==> src/rtl/regfile_writeback_pkg.sv <==
// regfile_writeback_pkg: shared widths, depths and the queued write-back record
package regfile_writeback_pkg;
  localparam int XLEN          = 32;
  localparam int REG_ADDR_W    = 5;
  localparam int NUM_REGS      = 32;
  localparam int WB_FIFO_DEPTH = 4;
  localparam int CNT_W         = $clog2(WB_FIFO_DEPTH + 1);
  localparam int PTR_W         = $clog2(WB_FIFO_DEPTH);
  typedef struct packed {
    logic [REG_ADDR_W-1:0] addr;
    logic [XLEN-1:0]       data;
  } wb_entry_t;
endpackage

==> src/rtl/regfile_writeback_fifo.sv <==
// wb_fifo: small in-order queue of mul/div results awaiting a free write port
module wb_fifo
  import regfile_writeback_pkg::*;
(
  input  logic                  CLK,
  input  logic                  RESET,
  input  logic                  i_push,
  input  logic [REG_ADDR_W-1:0] i_push_addr,
  input  logic [XLEN-1:0]       i_push_data,
  input  logic                  i_pop,
  output logic [REG_ADDR_W-1:0] o_head_addr,
  output logic [XLEN-1:0]       o_head_data,
  output logic [CNT_W-1:0]      o_count
);
  wb_entry_t        r_mem [WB_FIFO_DEPTH];
  logic [PTR_W-1:0] r_wr;
  logic [PTR_W-1:0] r_rd;
  logic [CNT_W-1:0] r_count;
  // Storage needs no reset: the count alone decides which entries are live
  always_ff @(posedge CLK)
    if (i_push) r_mem[r_wr] <= '{addr: i_push_addr, data: i_push_data};
  // Pointers and occupancy; callers never push when full or pop when empty
  always_ff @(posedge CLK)
    if (RESET) begin
      r_wr    <= '0;
      r_rd    <= '0;
      r_count <= '0;
    end else begin
      r_wr    <= r_wr + PTR_W'(i_push);
      r_rd    <= r_rd + PTR_W'(i_pop);
      r_count <= r_count + CNT_W'(i_push) - CNT_W'(i_pop);
    end
  assign o_head_addr = r_mem[r_rd].addr;
  assign o_head_data = r_mem[r_rd].data;
  assign o_count     = r_count;
endmodule

==> src/rtl/regfile_writeback.sv <==
// regfile_writeback: merges MEM/WB and queued mul/div results onto one register-file write port
module regfile_writeback
  import regfile_writeback_pkg::*;
(
  input  logic                  CLK,
  input  logic                  RESET,
  input  logic                  PIPE_VALID,
  input  logic [REG_ADDR_W-1:0] PIPE_ADDR,
  input  logic [XLEN-1:0]       PIPE_DATA,
  input  logic                  MD_VALID,
  input  logic [REG_ADDR_W-1:0] MD_ADDR,
  input  logic [XLEN-1:0]       MD_DATA,
  output logic                  MD_READY,
  input  logic                  ISSUE_VALID,
  input  logic [REG_ADDR_W-1:0] ISSUE_ADDR,
  output logic                  RF_WRITE,
  output logic [REG_ADDR_W-1:0] RF_INADDRESS,
  output logic [XLEN-1:0]       RF_IN,
  output logic [NUM_REGS-1:0]   BUSY_MASK,
  output logic                  STALL_REQ,
  output logic [CNT_W-1:0]      FIFO_COUNT,
  output logic                  ERROR
);
  logic                  w_push;
  logic                  w_pop;
  logic                  w_pipe_sel;
  logic                  w_issue;
  logic                  w_err;
  logic [REG_ADDR_W-1:0] w_head_addr;
  logic [XLEN-1:0]       w_head_data;
  logic [NUM_REGS-1:0]   w_busy_next;

  wb_fifo u_fifo (
    .CLK         (CLK),
    .RESET       (RESET),
    .i_push      (w_push),
    .i_push_addr (MD_ADDR),
    .i_push_data (MD_DATA),
    .i_pop       (w_pop),
    .o_head_addr (w_head_addr),
    .o_head_data (w_head_data),
    .o_count     (FIFO_COUNT)
  );

  assign MD_READY   = FIFO_COUNT < CNT_W'(WB_FIFO_DEPTH);
  assign STALL_REQ  = FIFO_COUNT == CNT_W'(WB_FIFO_DEPTH);
  assign w_push     = MD_VALID && MD_READY && MD_ADDR != '0;
  assign w_pipe_sel = PIPE_VALID && PIPE_ADDR != '0;
  assign w_pop      = !w_pipe_sel && FIFO_COUNT != '0;
  assign w_issue    = ISSUE_VALID && ISSUE_ADDR != '0;
  assign w_err      = (w_issue && BUSY_MASK[ISSUE_ADDR]) || (MD_VALID && !MD_READY);

  // Pending-result scoreboard: pop clears first so a same-cycle issue wins; x0 never pends
  always_comb begin
    w_busy_next = BUSY_MASK;
    if (w_pop) w_busy_next[w_head_addr] = 1'b0;
    if (w_issue) w_busy_next[ISSUE_ADDR] = 1'b1;
    w_busy_next[0] = 1'b0;
  end

  // Registered write port: pipe beats queue; address/data hold when idle
  always_ff @(posedge CLK)
    if (RESET) begin
      RF_WRITE     <= 1'b0;
      RF_INADDRESS <= '0;
      RF_IN        <= '0;
    end else begin
      RF_WRITE <= w_pipe_sel || w_pop;
      if (w_pipe_sel || w_pop) begin
        RF_INADDRESS <= w_pipe_sel ? PIPE_ADDR : w_head_addr;
        RF_IN        <= w_pipe_sel ? PIPE_DATA : w_head_data;
      end
    end

  // Scoreboard and sticky protocol-error flag
  always_ff @(posedge CLK)
    if (RESET) begin
      BUSY_MASK <= '0;
      ERROR     <= 1'b0;
    end else begin
      BUSY_MASK <= w_busy_next;
      ERROR     <= ERROR || w_err;
    end
endmodule

==> config.mk <==
export PLATFORM = sky130hd
export DESIGN_NAME = regfile_writeback
export DESIGN_NICKNAME = d
export VERILOG_FILES = /design/src/rtl/regfile_writeback_pkg.sv /design/src/rtl/regfile_writeback_fifo.sv /design/src/rtl/regfile_writeback.sv
export SDC_FILE = /design/constraint.sdc
export NUM_CORES = 1
export LEC_CHECK = 0
export ABC_AREA = 1
export ABC_CLOCK_PERIOD_IN_PS = 6990
export CORE_ASPECT_RATIO = 1.25
export CORE_UTILIZATION = 57
export DETAILED_ROUTE_END_ITERATION = 8
export PLACE_DENSITY = 0.84
export SYNTH_ARGS = -nofsm -noshare
export SYNTH_HDL_FRONTEND = slang
export SYNTH_SLANG_ARGS = --single-unit
==> constraint.sdc <==
create_clock -name CLK -period 6.99 [get_ports CLK]
set_input_delay 2.097 -clock CLK [delete_from_list [all_inputs] [get_ports CLK]]
set_output_delay 2.097 -clock CLK [all_outputs]
set_load 0.01 [all_outputs]
==> results of run 1 <==
-- worst max-delay path by stage --
stage,from,endpoint,slack (ps)
3_5_place_dp,PIPE_ADDR[4],u_fifo.o_count[2]$_SDFF_PP0_,1700
3_3_place_gp,PIPE_ADDR[2],u_fifo.o_count[2]$_SDFF_PP0_,1850
5_1_grt,PIPE_ADDR[4],RF_IN[9]$_SDFFE_PP0P_,1930
4_1_cts,PIPE_ADDR[4],u_fifo.o_count[2]$_SDFF_PP0_,2180
6_report,PIPE_ADDR[4],RF_IN[0]$_SDFFE_PP0P_,2130
2_1_floorplan,MD_ADDR[3],u_fifo.r_mem[0][0]$_DFFE_PP_,1620
-- through the flow --
stage	hold WS (ps)	util	instance area, sq um
floorplan	494	-	9350
global placement	466	0.688	11100
detailed placement	473	0.688	11100
CTS	483	0.731	11800
global route	504	0.731	11800
finish	481	0.731	11800
-- final cells by class --
cell class,count,area (sq um),share of cell area
inverters,73,274,0.0232
well taps,216,270,0.0229
clock inverters,8,75.1,0.00637
repair buffers,171,1690,0.143
flip-flops and latches,225,5990,0.508
clock buffers,29,607,0.0515
multi-input cells,622,2880,0.245
-- registers in the layout, summed over array words and instances (netlist names) --
name            cells
u_fifo.r_rd         2
RF_INADDRESS        5
u_fifo.o_count      3
RF_WRITE            1
BUSY_MASK          31
ERROR               1
u_fifo.r_wr         2
RF_IN              32
u_fifo.r_mem      148
-- routing by layer --
layer,vias up,track usage
met1,3496,0.328
met3,61,0.0572
li1,3552,-
met5,-,0
met4,0,0.111
met2,408,0.462
-- cell usage in the layout (no fill, tap or decap), types with 2 or more instances in the layout --
master / count
nand2_1: 280
clkdlybuf4s50_1: 158
edfxtp_1: 148
dfxtp_1: 76
nor2_1: 75
o21ai_0: 73
a21oi_1: 67
inv_1: 56
nand3_1: 49
clkbuf_16: 22
o21ai_1: 19
inv_2: 17
o22ai_1: 16
buf_4: 12
o221ai_1: 8
nor3_2: 4
nor2_4: 4
ha_1: 4
clkinv_2: 4
clkbuf_1: 4
nor3_1: 3
nand2_2: 3
o21ai_2: 3
mux2i_1: 3
clkbuf_8: 3
xnor2_1: 2
clkinv_4: 2
-- worst reg2reg max path, delay by kind of cell (launching register included) --
family	cells	cell delay, ps
buffers and inverters	2	1300
flip-flops	1	320
AO/OA/AOI/OAI	2	450
AND/OR/NAND/NOR	4	770
-- logic make-up (layout without fill, tap and decap cells) --
logic type	after synthesis	after routing	share of synthesized area
XOR/XNOR	2	2	0.00187
adder cells (fa/ha/maj)	5	5	0.00749
multiplexers	3	3	0.00321
flip-flops	225	225	0.640
other	1	1	0.000401
AO/OA/AOI/OAI	187	187	0.107
AND/OR/NAND/NOR	424	424	0.186
buffers and inverters	118	281	0.0539
-- power by group through the flow --
stage	clock network (mW)	registers [mW]	logic [mW]
after floorplan	0	1.72	0.653
after global placement	0	1.69	1.05
after detailed placement	0	1.69	1.08
after CTS	1.12	1.67	1.10
after global routing	1.17	1.68	1.21
final	1.11	1.67	1.10
==> impl_results.rst, run 1 <==
.. list-table::
   :header-rows: 1

   * - Metric
     - Value
   * - Gate count of the mapped netlist
     - 965
   * - Commonest cells in the netlist
     - nand2_1 (280), edfxtp_1 (148), dfxtp_1 (77), nor2_1 (75), o21ai_0 (73)
   * - Slowest cell on the critical path
     - nand2_2
   * - Setup Total Neg Slack
     - 0 ps
   * - Terminus of the critical flop-to-flop path
     - BUSY_MASK[16]$_SDFF_PP0_
   * - Maximum operating frequency
     - 206 MHz
   * - Global routing usage summed across all routing layers
     - 0.271
   * - Share of Yosys cell area claimed by the top area cell type
     - 0.475
   * - Bufs and invs on worst path
     - 4
   * - Standard-cell rows
     - 52
   * - Cell Area, Synth
     - 9350 sq um
   * - Worst slew margin relative to its limit
     - 0.190
   * - Setup repair after global routing missed its margin
     - false
   * - Number of max-slew violations in the final report
     - 0
   * - Flop pwr share
     - 0.429
   * - CP endpoint kind
     - register
   * - Relative contribution of the clock network to total power
     - 0.286
   * - Post-DP HPWL
     - 14,900 microns
   * - Post-route DRC
     - 0
   * - Cell depth of the worst min-delay path
     - 2
   * - Grt total ovfl
     - 0
   * - Global placer's final weighted congestion
     - 0.943
   * - Worst hold start
     - BUSY_MASK[17]$_SDFF_PP0_
   * - Worst endpoint required time
     - 7350 ps
   * - Area of the core
     - 16,100 sq um
   * - Run status
     - finished clean
   * - Power density over the cells
     - 330 nW/um^2
   * - Final Cycle Share
     - 0.696
   * - Data arrival time of the critical path
     - 5220 ps
   * - Final WS setup
     - 2130 ps
   * - Maximum fanout encountered on the critical timing path
     - 27
   * - Clock root buffer
     - clkbuf_16
   * - Proportion of synthesized chip area in sequential cells
     - 0.640
   * - Met2 routed WL
     - 11,500 microns
   * - Static leakage power
     - 4.50 nW
   * - Final setup violation count
     - 0
   * - Share of post-route cells with drive strength above 1
     - 0.0736
   * - EDFF count, synth
     - 148
   * - Maximum number of pins on one net before global-route repair
     - 79
   * - Final setup skew
     - 6.35 ps
   * - Antenna diode count
     - 0
   * - Final Instance Count excl. Fillers
     - 1,344
   * - Die outline height
     - 145 microns
   * - Power share of the combinational group
     - 0.284
   * - Area Growth Syn to Fin
     - 26.0%
   * - Most frequent cell on the critical path
     - inv_2
   * - Vias post-DR
     - 7,517
   * - Total clock buffers created by CTS
     - 21
   * - Startpoint-to-endpoint class of the critical path
     - input pin to register
   * - Routed len/inst
     - 17.0 microns
   * - Deepest level of the CTS H-tree
     - 1
   * - Total clock sinks
     - 225
   * - Vias in the first global route
     - 7,295
   * - Area of the die
     - 16,900 sq um
   * - Async SR Flop Fraction
     - 0
   * - Count of placed standard cells including taps
     - 1,307
   * - Average cell area after synthesis
     - 9.69 sq um
   * - Starting utilization of the core area
     - 0.580
   * - Startpoint of the most critical register-to-register path
     - u_fifo.r_rd[0]$_SDFF_PP0_
   * - Overall power after layout
     - 3.89 mW
   * - Largest area contributor in the netlist
     - edfxtp_1
   * - Clock latency of the later-clocked register in the worst-skew pair
     - 490 ps
   * - Initial antenna violation count
     - 0
   * - Sum of met3 wire segment lengths after detailed routing
     - 2290 microns
   * - Total wire length
     - 22,900 microns
   * - Clock tree from TritonCTS
     - done
   * - Power Internal
     - 2.64 mW
   * - Crit path launch type
     - input pin
   * - First-pass GRT wire length
     - 35,300 microns
   * - # port buffers
     - 158
   * - Depth of the critical timing path with buffers and inverters included
     - 10
   * - Uppermost routed layer
     - met4
   * - Number of setup buffers added after CTS
     - 0
   * - Max-cap check violation count
     - 0
   * - Synth area leaders
     - edfxtp_1 (48%), dfxtp_1 (16%), nand2_1 (11%), o21ai_0 (3.9%), a21oi_1 (3.6%)
   * - Slack of the worst reg-to-reg path
     - 4020 ps
   * - Slew at the pin closest to its max-slew limit
     - 1210 ps
   * - Gate family responsible for the most delay along the worst path
     - simple AND/OR/NAND/NOR gates
   * - Fraction of power spent switching nets
     - 0.321
   * - Register clock-pin slew on the reported worst setup and hold paths
     - 60 ps
   * - Post-placement setup slack
     - 1700 ps
   * - Synthesis warning total
     - 0
   * - Number of cell instances on the worst register-to-register path
     - 8
   * - Worst hold path type
     - register to register
   * - Io pins
     - 160
   * - Count leader, synth
     - nand2_1
   * - Metal-1 WL
     - 8410 microns
   * - Synthesized Nets
     - 1,054
   * - Hold-fix buffer count after cts
     - 0
   * - Peak per-stage delay on the critical path
     - 490 ps
   * - Avg Vias per Cell
     - 5.59
   * - PostCTS Resize Cnt
     - 0
   * - Prevailing post-synth register cell
     - edfxtp_1
   * - Number of flip-flops and latches in the synthesized netlist
     - 225
   * - Fill cells
     - 1,115
   * - Max Root-Sink Buffers
     - 3
   * - Number of nets in the layout
     - 1,203
   * - Cell Chain, Critical Path
     - clkdlybuf4s50_1 > nor2_1 > nand4_1 > nand2_2 > inv_2 > nor2_4 > buf_4 > inv_2 > nand2_1 > o21ai_1
   * - Chip width
     - 117 microns
   * - DR iter-0 viols
     - 690
   * - Min cycle time layout
     - 4860 ps
   * - Fin. Hold Viols
     - 0
   * - Worst vdd rail ir drop
     - 265 uV
   * - Worst-case hold path end point
     - BUSY_MASK[17]$_SDFF_PP0_
   * - Detail Route Antenna Nets
     - 0
   * - DRT Pass-1 Iters
     - 5
   * - Net switching component of the power
     - 1.25 mW
   * - Number of unique standard cell types used by synthesis
     - 33
Note: power is estimated with default switching activity, not from simulation.
==> inputs of run 2 (changes only) <==
ABC_CLOCK_PERIOD_IN_PS = 4900   (was 6990)
CORE_UTILIZATION = 53   (was 57)
PLACE_DENSITY = 0.79   (was 0.84)
clock period = 4.9 ns   (was 6.99 ns; I/O delays follow)
==> run 2 against run 1 <==
- utilization shrank 3.6 points
- register-to-register slack lost 1300 ps
- critical endpoint is now STALL_REQ
- cell count up 0.89%
- clock skew is 1.4 ps higher
- wire length grew 1.2%
- die area is 7.4% higher
==> impl_results.rst, run 2 (same netlist as run 1, synthesis figures left out) <==
.. list-table::
   :header-rows: 1

   * - Metric
     - Value
   * - Standard-cell rows
     - 53
   * - Run status
     - finished clean
   * - Slew at the pin closest to its max-slew limit
     - 784 ps
   * - Critical Path Sink
     - STALL_REQ
   * - Clock root buffer
     - clkbuf_16
   * - DRT Pass-1 Iters
     - 5
   * - Chip width
     - 121 microns
   * - Total clock sinks
     - 225
   * - Deepest level of the CTS H-tree
     - 1
   * - First-pass GRT wire length
     - 36,300 microns
   * - Min cycle time layout
     - 3430 ps
   * - Number of setup buffers added after CTS
     - 0
   * - Setup Total Neg Slack
     - 0 ps
   * - Initial antenna violation count
     - 0
   * - Multi-input logic area
     - 2880 sq um
   * - Die outline height
     - 151 microns
   * - Post-route DRC
     - 0
   * - Highest-count cells in the layout ignoring fill and taps
     - nand2_1 (280), clkdlybuf4s50_1 (158), edfxtp_1 (148)
   * - Relative contribution of the clock network to total power
     - 0.290
   * - Area Growth Syn to Fin
     - 26.5%
   * - Avg Vias per Cell
     - 5.47
   * - Final WS setup
     - 1470 ps
   * - Register clock-pin slew on the reported worst setup and hold paths
     - 60 ps
   * - Io pins
     - 160
   * - Global routing usage summed across all routing layers
     - 0.258
   * - Power share of the combinational group
     - 0.284
   * - Area of the die
     - 18,200 sq um
   * - Vias in the first global route
     - 7,228
   * - Post-DP HPWL
     - 15,300 microns
   * - Clock latency of the later-clocked register in the worst-skew pair
     - 500 ps
   * - Startpoint-to-endpoint class of the critical path
     - register to output pin
   * - Grt total ovfl
     - 0
   * - Area of the core
     - 17,000 sq um
   * - Leading registers by flop count
     - u_fifo.r_mem x148, RF_IN x32, BUSY_MASK x31
   * - Worst endpoint required time
     - 3430 ps
   * - Hold-fix buffer count after cts
     - 0
   * - Setup repair after global routing missed its margin
     - false
   * - Fill cells
     - 1,293
   * - Terminus of the critical flop-to-flop path
     - BUSY_MASK[15]$_SDFF_PP0_
   * - Maximum fanout encountered on the critical timing path
     - 5
   * - Routed len/inst
     - 17.1 microns
   * - Antenna diode count
     - 0
   * - Source of the critical timing path
     - u_fifo.o_count[2]$_SDFF_PP0_
   * - Global placer's final weighted congestion
     - 0.925
   * - Fraction of power spent switching nets
     - 0.320
   * - Sequential Area
     - 5990 sq um
   * - Reg with most FFs
     - u_fifo.r_mem
   * - Max-cap check violation count
     - 0
   * - Net switching component of the power
     - 1.78 mW
   * - Max Root-Sink Buffers
     - 3
   * - Starting utilization of the core area
     - 0.549
   * - Worst slew margin relative to its limit
     - 0.477
   * - Number of max-slew violations in the final report
     - 0
   * - PostCTS Resize Cnt
     - 0
   * - Final setup violation count
     - 0
   * - Flip-flop count of the largest register, all copies and words added
     - 148
   * - Maximum operating frequency
     - 291 MHz
   * - Count of placed standard cells including taps
     - 1,316
   * - Worst vdd rail ir drop
     - 388 uV
   * - Startpoint of the most critical register-to-register path
     - u_fifo.r_rd[0]$_SDFF_PP0_
   * - Total clock buffers created by CTS
     - 22
   * - Slack of the worst reg-to-reg path
     - 2690 ps
   * - Static leakage power
     - 4.53 nW
   * - Power Internal
     - 3.79 mW
   * - Number of cell instances on the worst register-to-register path
     - 10
   * - CP endpoint kind
     - output pin
   * - DR iter-0 viols
     - 534
   * - Clock tree from TritonCTS
     - done
   * - Data arrival time of the critical path
     - 1960 ps
   * - Number of nets in the layout
     - 1,209
   * - Share of post-route cells with drive strength above 1
     - 0.0757
   * - Final Instance Count excl. Fillers
     - 1,356
   * - Post-placement setup slack
     - 1070 ps
   * - Overall power after layout
     - 5.58 mW
   * - Total wire length
     - 23,200 microns
   * - Power density over the cells
     - 472 nW/um^2
   * - Crit path launch type
     - register
   * - Maximum number of pins on one net before global-route repair
     - 78
   * - # port buffers
     - 158
   * - Final setup skew
     - 7.78 ps
   * - Detail Route Antenna Nets
     - 0
   * - Most common cell after layout, fill and taps aside
     - nand2_1
   * - Final Cycle Share
     - 0.701
   * - Flop pwr share
     - 0.426
   * - Worst hold path type
     - register to register
   * - Fin. Hold Viols
     - 0
   * - Final hold slack
     - 474 ps
   * - Vias post-DR
     - 7,416
==> run 2: changes by cell type in the layout (fill, tap and decap cells not counted) <==
cell / change
buf_4: +6
clkbuf_1: +3
clkinv_1: +2
clkinv_4: -2
buf_12: -1
clkbuf_16: +1
clkbuf_2: +1
clkbuf_8: -1
clkinv_2: -1
clkinvlp_4: -1
inv_4: +1
==> run 2: layout make-up <==
type	count	area share
Clock buffer	33	0.0536
Clock inverter	7	0.00497
Inverter	73	0.0232
Multi-Input combinational cell	622	0.244
Sequential cell	225	0.506
Tap cell	220	0.0233
Timing Repair Buffer	176	0.145
==> run 2: routing by layer <==
| layer | part of all wire | track usage |
|---|---|---|
| met1 | 0.39 | 0.308 |
| met3 | 0.067 | 0.0398 |
| met5 | 0 | 0 |
| met4 | 0.024 | 0.0938 |
| met2 | 0.51 | 0.469 |
==> run 2: power groups by stage <==
| stage | registers, mW | logic, mW | clock network (mW) |
|---|---|---|---|
| 3_3_place_gp | 2.41 | 1.55 | 0 |
| 5_1_grt | 2.40 | 1.74 | 1.72 |
| 4_1_cts | 2.38 | 1.59 | 1.64 |
| 3_5_place_dp | 2.42 | 1.58 | 0 |
| 6_report | 2.38 | 1.59 | 1.62 |
| 2_1_floorplan | 2.46 | 0.931 | 0 |
==> run 2: through the flow <==
step,util,cell area [sq um]
after floorplan,-,9350
after global placement,0.653,11100
after detailed placement,0.653,11100
after CTS,0.694,11800
after global routing,0.694,11800
final,0.694,11800
==> run 2: worst min-delay path by stage <==
stage	from	end	slack (ps)	depth (start not counted)
CTS	BUSY_MASK[29]$_SDFF_PP0_	BUSY_MASK[29]$_SDFF_PP0_	470	2
detailed placement	BUSY_MASK[29]$_SDFF_PP0_	BUSY_MASK[29]$_SDFF_PP0_	470	2
global route	RF_IN[20]$_SDFFE_PP0P_	RF_IN[20]$_SDFFE_PP0P_	490	2
finish	BUSY_MASK[29]$_SDFF_PP0_	BUSY_MASK[29]$_SDFF_PP0_	470	2
global placement	RF_IN[20]$_SDFFE_PP0P_	RF_IN[20]$_SDFFE_PP0P_	460	2
floorplan	BUSY_MASK[12]$_SDFF_PP0_	BUSY_MASK[12]$_SDFF_PP0_	490	2
==> run 2: critical path, cell delays in order, from the launching register on <==
cell	delay (ps)
dfxtp_1	390
inv_1	120
or2_2	300
nor2_1	110
clkdlybuf4s50_1	550
==> inputs of run 3 (changes only) <==
ABC_CLOCK_PERIOD_IN_PS = 2930   (was 4900)
CORE_UTILIZATION = 48   (was 53)
PLACE_DENSITY = 0.75   (was 0.79)
clock period = 2.93 ns   (was 4.9 ns; I/O delays follow)
==> run 3 against run 2 <==
- combinational power rose by 70%
- wire length rose by 1.4%
- die area rose by 10%
- cell count rose by 2.6%
- critical endpoint unchanged
- via count fell by 0.11%
- utilization fell by 5.2 points
- register-to-register slack got worse by 1900 ps
==> impl_results.rst, run 3 (same netlist as run 1, synthesis figures left out) <==
.. list-table::
   :header-rows: 1

   * - Metric
     - Value
   * - Chip width
     - 127 microns
   * - Total clock buffers created by CTS
     - 22
   * - Starting utilization of the core area
     - 0.494
   * - Share of post-route cells with drive strength above 1
     - 0.0975
   * - Static leakage power
     - 4.68 nW
   * - Max-cap check violation count
     - 0
   * - Area of the die
     - 20,100 sq um
   * - Number of max-slew violations in the final report
     - 0
   * - Sequential Area
     - 5990 sq um
   * - Final setup skew
     - 12.3 ps
   * - Fill cells
     - 1,545
   * - Post-DP HPWL
     - 15,800 microns
   * - Maximum fanout encountered on the critical timing path
     - 5
   * - Deepest level of the CTS H-tree
     - 1
   * - CP endpoint kind
     - output pin
   * - Vias post-DR
     - 7,408
   * - DR iter-0 viols
     - 481
   * - Antenna diode count
     - 0
   * - Setup Total Neg Slack
     - 0 ps
   * - Reg with most FFs
     - u_fifo.r_mem
   * - Fin area
     - 12,100 sq um
   * - Final hold slack
     - 483 ps
   * - Die outline height
     - 158 microns
   * - Most common cell after layout, fill and taps aside
     - nand2_1
   * - Data arrival time of the critical path
     - 1810 ps
   * - Maximum operating frequency
     - 372 MHz
   * - Post-route DRC
     - 0
   * - DRT Pass-1 Iters
     - 5
   * - Standard-cell rows
     - 56
   * - Startpoint-to-endpoint class of the critical path
     - register to output pin
   * - # port buffers
     - 158
   * - Routed len/inst
     - 16.9 microns
   * - Number of nets in the layout
     - 1,232
   * - Register clock-pin slew on the reported worst setup and hold paths
     - 70 ps
   * - Slew at the pin closest to its max-slew limit
     - 767 ps
   * - Worst vdd rail ir drop
     - 670 uV
   * - Leading registers by flop count
     - u_fifo.r_mem x148, RF_IN x32, BUSY_MASK x31
   * - Highest-count cells in the layout ignoring fill and taps
     - nand2_1 (280), clkdlybuf4s50_1 (157), edfxtp_1 (148)
   * - Worst hold path type
     - register to register
   * - Initial antenna violation count
     - 0
   * - Crit path launch type
     - register
   * - Post-place instance area
     - 11,400 sq um
   * - Count of placed standard cells including taps
     - 1,351
   * - Area of the core
     - 18,900 sq um
   * - First-pass GRT wire length
     - 36,100 microns
   * - Flip-flop count of the largest register, all copies and words added
     - 148
   * - Grt total ovfl
     - 0
   * - Number of setup buffers added after CTS
     - 0
   * - Run status
     - finished clean
   * - Final setup violation count
     - 0
   * - Vias in the first global route
     - 7,029
   * - Final Cycle Share
     - 0.919
   * - Maximum number of pins on one net before global-route repair
     - 78
   * - Area Growth Syn to Fin
     - 29.8%
   * - Total clock sinks
     - 225
   * - Setup repair after global routing missed its margin
     - false
   * - Detail Route Antenna Nets
     - 0
   * - Total wire length
     - 23,500 microns
   * - Worst slew margin relative to its limit
     - 0.489
   * - Worst endpoint required time
     - 2050 ps
   * - Global routing usage summed across all routing layers
     - 0.234
   * - Power density over the cells
     - 795 nW/um^2
   * - Max Root-Sink Buffers
     - 3
   * - Clock tree from TritonCTS
     - done
   * - Clock root buffer
     - clkbuf_16
   * - Global placer's final weighted congestion
     - 0.890
   * - Fin. Hold Viols
     - 0
   * - Multi-input logic area
     - 2910 sq um
   * - Min cycle time layout
     - 2690 ps
   * - Avg Vias per Cell
     - 5.33
   * - Io pins
     - 160
   * - Final Instance Count excl. Fillers
     - 1,391
   * - Clock latency of the later-clocked register in the worst-skew pair
     - 510 ps
-- run 3: cell type report --
class,count,share of cell area
inverters,73,0.0226
multi-input cells,622,0.240
repair buffers,199,0.158
clock inverters,15,0.0153
well taps,232,0.0239
flip-flops and latches,225,0.493
clock buffers,25,0.0480
-- run 3: critical path, cell delays in order (launching register included) --
cell and delay, ps:
dfxtp_1 400, inv_1 140, or2_2 310, nor2_1 160, dlygate4sd2_1 290
-- run 3: metal layers --
metal,global-route usage,vias up,share of wire
met5,0,-,0
met4,0.0862,0,0.027
met3,0.0331,36,0.059
met2,0.439,246,0.51
met1,0.271,3516,0.40
li1,-,3610,-
-- run 3: worst paths after layout --
path,startpoint,to,slack [ps],cells past startpoint
max,u_fifo.o_count[2]$_SDFF_PP0_,STALL_REQ,240,4
min,BUSY_MASK[28]$_SDFF_PP0_,BUSY_MASK[28]$_SDFF_PP0_,480,2
max reg2reg,u_fifo.r_rd[0]$_SDFF_PP0_,BUSY_MASK[20]$_SDFF_PP0_,810,10
min reg2reg,BUSY_MASK[28]$_SDFF_PP0_,BUSY_MASK[28]$_SDFF_PP0_,480,2
-- run 3: power breakdown --
part | leakage (nW) | internal (mW) | switching, mW
sequential | 1.98 | 3.80 | 0.182
clock | 0.363 | 1.79 | 1.17
combinational | 2.34 | 1.01 | 1.70
total | 4.68 | 6.61 | 3.05
-- run 3: stage by stage --
stage | worst slack, ps | power [mW] | utilization
after global placement | 34.1 | 6.70 | 0.601
after CTS | 264 | 9.74 | 0.642
final | 238 | 9.66 | 0.642
after global routing | 183 | 10.1 | 0.642
after detailed placement | -14.2 | 6.76 | 0.601
after floorplan | -149 | 5.66 | -
-- run 3: what timing repair did --
item	CTS	global route
hold buffers	0	0
endpoints found under the setup margin	1	0
gates resized for setup	1	0
